### src/rtl/nss_pkg.sv
// Shared definitions for the nibble-serial subtractor: controller states,
// slice width and a helper that sizes the nibble index register.
package nss_pkg;

    typedef enum logic [1:0] {
        IDLE = 2'd0,
        RUN  = 2'd1,
        DONE = 2'd2
    } state_t;

    localparam int SLICE_W = 4;

    // Bits needed to count nslice nibble steps (at least one bit).
    function automatic int idx_width(input int nslice);
        return (nslice > 1) ? $clog2(nslice) : 1;
    endfunction

endpackage

### src/rtl/nibble_serial_sub_slice.sv
// sub4_slice: purely combinational 4-bit borrow-propagate subtractor.
// d4 = a4 - b4 - bi (mod 16), bo = 1 when a4 < b4 + bi.
module sub4_slice
    import nss_pkg::*;
(
    input  logic [SLICE_W-1:0] a4,
    input  logic [SLICE_W-1:0] b4,
    input  logic               bi,
    output logic [SLICE_W-1:0] d4,
    output logic               bo
);

    // Ripple the borrow bit by bit from the LSB upwards.
    always_comb begin
        logic brw;
        // NOTE: every variable written here gets a value before any branch or
        // loop, so no path can leave one unassigned and infer a latch.
        brw = bi;
        d4  = '0;
        for (int i = 0; i < SLICE_W; i++) begin
            d4[i] = a4[i] ^ b4[i] ^ brw;
            brw   = (~a4[i] & b4[i]) | (~(a4[i] ^ b4[i]) & brw);
        end
        bo = brw;
    end

endmodule

### src/rtl/nibble_serial_sub.sv
// nibble_serial_sub: WIDTH-bit a - b - bin computed one nibble per clock,
// LSB nibble first, through a single time-multiplexed sub4_slice.
// Optional build macro NSS_OVF_EN adds the two's-complement overflow output ovf.
module nibble_serial_sub
    import nss_pkg::*;
#(
    parameter int WIDTH = 16
) (
    input  logic             clk,
    input  logic             rst,
    input  logic             start,
    input  logic [WIDTH-1:0] a,
    input  logic [WIDTH-1:0] b,
    input  logic             bin,
    output logic             busy,
    output logic             done,
    output logic [WIDTH-1:0] d,
    output logic             bout
`ifdef NSS_OVF_EN
    ,
    output logic             ovf
`endif
);

    localparam int NSLICE = WIDTH / SLICE_W;
    localparam int IDX_W  = idx_width(NSLICE);
    localparam logic [IDX_W-1:0] LAST_IDX = IDX_W'(NSLICE - 1);

    state_t             state_q, state_d;
    logic [WIDTH-1:0]   a_q, a_d;
    logic [WIDTH-1:0]   b_q, b_d;
    logic [WIDTH-1:0]   d_q, d_d;
    logic [IDX_W-1:0]   idx_q, idx_d;
    logic               brw_q, brw_d;
    logic               bout_q, bout_d;
    logic               busy_q, busy_d;
    logic               done_q, done_d;

    logic [SLICE_W-1:0] slice_a, slice_b, slice_d;
    logic               slice_bo;

    // Current nibble of each captured operand feeds the shared slice.
    assign slice_a = a_q[SLICE_W*idx_q +: SLICE_W];
    assign slice_b = b_q[SLICE_W*idx_q +: SLICE_W];

    sub4_slice u_slice (
        .a4 (slice_a),
        .b4 (slice_b),
        .bi (brw_q),
        .d4 (slice_d),
        .bo (slice_bo)
    );

`ifdef NSS_OVF_EN
    logic ovf_q, ovf_d;
    assign ovf = ovf_q;
`endif

    // Next-state, datapath and output decode for the IDLE/RUN/DONE controller.
    always_comb begin
        state_d = state_q;
        a_d     = a_q;
        b_d     = b_q;
        d_d     = d_q;
        idx_d   = idx_q;
        brw_d   = brw_q;
        bout_d  = bout_q;
        busy_d  = busy_q;
        done_d  = 1'b0;
`ifdef NSS_OVF_EN
        ovf_d   = ovf_q;
`endif
        case (state_q)
            IDLE, DONE: begin
                if (start) begin
                    a_d     = a;
                    b_d     = b;
                    brw_d   = bin;
                    d_d     = '0;
                    idx_d   = '0;
                    busy_d  = 1'b1;
                    state_d = RUN;
                end else begin
                    state_d = IDLE;
                end
            end
            RUN: begin
                d_d[SLICE_W*idx_q +: SLICE_W] = slice_d;
                brw_d = slice_bo;
                idx_d = idx_q + 1'b1;
                if (idx_q == LAST_IDX) begin
                    bout_d  = slice_bo;
                    busy_d  = 1'b0;
                    done_d  = 1'b1;
                    idx_d   = '0;
                    state_d = DONE;
`ifdef NSS_OVF_EN
                    // Top nibble is being written now, so its MSB is the result sign.
                    ovf_d = (a_q[WIDTH-1] != b_q[WIDTH-1]) &
                            (slice_d[SLICE_W-1] != a_q[WIDTH-1]);
`endif
                end
            end
            default: state_d = IDLE;
        endcase
    end

    // State and datapath registers; reset clears everything, abandoning any op.
    always_ff @(posedge clk or posedge rst) begin
        if (rst) begin
            state_q <= IDLE;
            a_q     <= '0;
            b_q     <= '0;
            d_q     <= '0;
            idx_q   <= '0;
            brw_q   <= 1'b0;
            bout_q  <= 1'b0;
            busy_q  <= 1'b0;
            done_q  <= 1'b0;
`ifdef NSS_OVF_EN
            ovf_q   <= 1'b0;
`endif
        end else begin
            // NOTE: non-blocking assignments make every register update from
            // the values present before the edge, independent of statement order.
            state_q <= state_d;
            a_q     <= a_d;
            b_q     <= b_d;
            d_q     <= d_d;
            idx_q   <= idx_d;
            brw_q   <= brw_d;
            bout_q  <= bout_d;
            busy_q  <= busy_d;
            done_q  <= done_d;
`ifdef NSS_OVF_EN
            ovf_q   <= ovf_d;
`endif
        end
    end

    assign busy = busy_q;
    assign done = done_q;
    assign d    = d_q;
    assign bout = bout_q;

endmodule

### config.mk
export PLATFORM = sky130hd
export DESIGN_NAME = nibble_serial_sub
export DESIGN_NICKNAME = d
export VERILOG_FILES = /design/src/rtl/nss_pkg.sv /design/src/rtl/nibble_serial_sub_slice.sv /design/src/rtl/nibble_serial_sub.sv
export SDC_FILE = /design/constraint.sdc
export NUM_CORES = 1
export LEC_CHECK = 0
export ABC_AREA = 1
export CAP_MARGIN = 10
export CORE_MARGIN = 2
export CORE_UTILIZATION = 30
export CTS_BUF_LIST = sky130_fd_sc_hd__clkbuf_8
export CTS_CLUSTER_SIZE = 24
export DETAILED_ROUTE_END_ITERATION = 10
export PLACE_DENSITY = 0.49
export SLEW_MARGIN = 5
export SYNTH_ARGS = -nofsm -noshare
export SYNTH_HDL_FRONTEND = slang
export SYNTH_SLANG_ARGS = --single-unit
### constraint.sdc
create_clock -name clk -period 3.2 [get_ports clk]
set_clock_uncertainty 0.15 [all_clocks]
set_input_delay 0.64 -clock clk [delete_from_list [all_inputs] [get_ports clk]]
set_output_delay 0.64 -clock clk [all_outputs]
set_load 0.005 [all_outputs]
==> flow_summary_export.csv <==
group,metric,value,unit
outcome,status,"finished, final reports clean",
detailed_routing,dr.pass1.iters,4,
clock_tree,tritoncts,"built",
sta,period_needed,2.96,ns
worst_setup_path,crit_path_start_kind,"flop",
worst_setup_path,crit_fanout,8,
worst_setup_path,worstPathArrival,3.04,ns
worst_setup_path,worstPathRequired,3.28,ns
clock_tree,path_clk_slew,0.10,ns
grt,grt_max_degree,32,
logic_synthesis,seq_area_frac_synth,50.8,%
grt,grt_usage,14.0,%
logic_synthesis,synthCells,330,
min_path,hold-path-cell-count,2,
final_layout,layout.nets,425,
logic_synthesis,synth_top_cell_by_area,"dfrtp_1",
final_layout,area.growth.synth_to_final,25.8,%
sta,hold_viol,0,
run,maxCapViolCount,0,
worst_setup_path,end_kind,"flop",
floorplanning,coreArea,8810,um^2
grt,grt_pass1_wl,11.2,mm
power_and_ir_drop,p_clk_share,11.6,%
final_layout,drive_gt1_share,6.28,%
place,port-buffer-count,54,
logic_synthesis,netlist_area,2760,um^2
sta,finalSetupViolations,0,
clock_tree,clk_path_buf_depth,2,
logic_synthesis,ys_top_cells_by_count,"116 x nand2_1, 60 x nand3_1, 56 x dfrtp_1, 23 x inv_1, 16 x nor2_1",
logic_synthesis,synth_area_leaders,"dfrtp_1 51%, nand2_1 16%, nand3_1 11%, inv_1 3.1%, fa_1 2.9%",
logic_synthesis,synth.most_common_cell,"nand2_1",
detailed_routing,via_per_inst,4.61,
floorplanning,initial_core_util,31.3,%
logic_synthesis,synth_flop_cell,"dfrtp_1",
logic_synthesis,synth_top_area_share,50.8,%
power_and_ir_drop,combPwrFrac,52.8,%
clock_tree,clkSinkCount,56,
clock_tree,numCtsBuffers,5,
sta,final.setup.tns,0,ns
logic_synthesis,ys_warn_count,0,
logic_synthesis,synth_seq_cells,56,
power_and_ir_drop,intPower,1.91,mW
power_and_ir_drop,finalPower,3.40,mW
detailed_routing,drt-initial-drc-count,64,
logic_synthesis,synth-edff-count,0,
worst_setup_path,criticalPathCategory,"flop to flop",
detailed_routing,vias,2260,
power_and_ir_drop,seq_power_share,35.6,%
place,routabilityCongestion,0.797,
detailed_routing,drt-total-wl,6.41,mm
floorplanning,die_area,9970,um^2
sta,fmax,338,MHz
min_path,hold_path_class,"flop to flop",
sta,period_share,92.4,%
final_layout,diodes,0,
grt,overflow,0,
grt,antenna_found_initial,0,
logic_synthesis,syn-num-nets,374,
power_and_ir_drop,p_sw,1.48,mW
power_and_ir_drop,p_per_area,980,nW/um^2
grt,grt_pass1_vias,2304,
detailed_routing,wire_per_inst,13.1,um
place,place_hpwl,4.91,mm
sta,worst_pin_slew,0.591,ns
place,place_ws,0.187,ns
worst_setup_path,r2r_cells,12,
floorplanning,io_pins,55,
power_and_ir_drop,switching_share,43.6,%
floorplanning,die_h,99.9,um
detailed_routing,ant_nets,0,
logic_synthesis,synthArstFlopShare,100,%
sta,rsz0062_at_grt,"false",
detailed_routing,drc_errors,0,
sta,final-max-slew-violation-count,0,
power_and_ir_drop,p_leak,1.76,nW
power_and_ir_drop,ir_drop,0.330,mV
logic_synthesis,synth_cell_type_count,23,
floorplanning,die_x,99.9,um
floorplanning,std_cell_rows,34,
sta,slew_headroom,60.5,%
logic_synthesis,syn_avg_cell_area,8.35,um^2
sta,worst_slack,0.243,ns
clock_tree,root_buffer,"clkbuf_8",
clock_tree,htree_num_levels,2,
clock_tree,clk_latency,0.31,ns
## cell families (layout without fill, tap and decap cells)
group                      after synthesis  in the layout  share of synthesized area, %
adders and majority gates                8              8                          4.72
AOI/OAI and AO/OA                       21             21                          4.40
buffers and inverters                   44             96                          8.53
DFF                                     56             56                          50.8
and+or+nand+nor                        201            201                          31.5
## power groups by stage
stage	clock network (mW)	logic (mW)	registers, mW
2_1_floorplan	0	1.28	1.16
3_3_place_gp	0	1.75	1.23
3_5_place_dp	0	1.80	1.23
4_1_cts	0.406	1.80	1.21
5_1_grt	0.439	2.06	1.25
6_report	0.395	1.79	1.21
## path summary, 6_finish.rpt
path,from,to,slack (ns)
max in group asynchronous,rst,a_q[0],1.78
setup / recovery,idx_q[0],d[7],0.24
hold / removal,a_q[14],a_q[14],0.33
setup reg to reg,idx_q[0],d[7],0.24
min in group asynchronous,rst,d[14],0.55
hold reg to reg,a_q[14],a_q[14],0.33
## state kept, by name, indices dropped and copies added (netlist names)
register / count
a_q: 16
b_q: 16
bout: 1
brw_q: 1
busy: 1
d: 16
done: 1
idx_q: 2
state_q: 2
## worst max-delay path: stages (launching register included)
cell and delay (ns):
dfrtp_1 0.40, inv_1 0.18, buf_4 0.19, nand2_1 0.06, o211ai_1 0.07, nand2_1 0.10
fa_1 0.44, fa_1 0.38, inv_1 0.07, fa_1 0.44, nor2_1 0.16, nand2_1 0.08
o21ai_0 0.17
## cell usage in the layout, fill, tap and decap left out, drive strengths merged
cell             n
fa               4
o211ai           5
o21ai           11
a21oi            5
ha               4
clkinvlp         1
buf              9
nor2            18
clkbuf           6
dfrtp           56
nand4            5
nand3           61
inv             26
nand2          117
clkdlybuf4s50   54
## what timing repair did
item / in CTS / in global routing
resized for setup: 0 / 1
hold buffers: 0 / 0
endpoints found under the setup margin: 0 / 2
setup buffers: 0 / 0
## metrics by stage
stage	utilization (%)	instances	cell area, um^2	hold WS [ns]
finish	39.4	490	3470	0.329
detailed placement	38.3	482	3370	0.312
floorplan	-	330	2760	0.287
global placement	38.3	482	3370	0.311
global route	39.4	490	3470	0.359
CTS	39.3	490	3460	0.336
## cell type report
class,instances,area (um^2)
Clock buffer,6,82.6
Clock inverter,2,7.51
Fill cell,932,5340
Inverter,25,100
Multi-Input combinational cell,230,1120
Sequential cell,56,1400
Tap cell,108,135
Timing Repair Buffer,63,621
## routing by layer
layer / wire length [um] / GRT usage [%] / share of wire, %
met4: 60 / 3.69 / 0.94
met1: 3110 / 19.2 / 49
met2: 2960 / 22.5 / 46
met5: 0 / 0 / 0
met3: 280 / 3.06 / 4.4
Power figures use the tool's default switching activity.
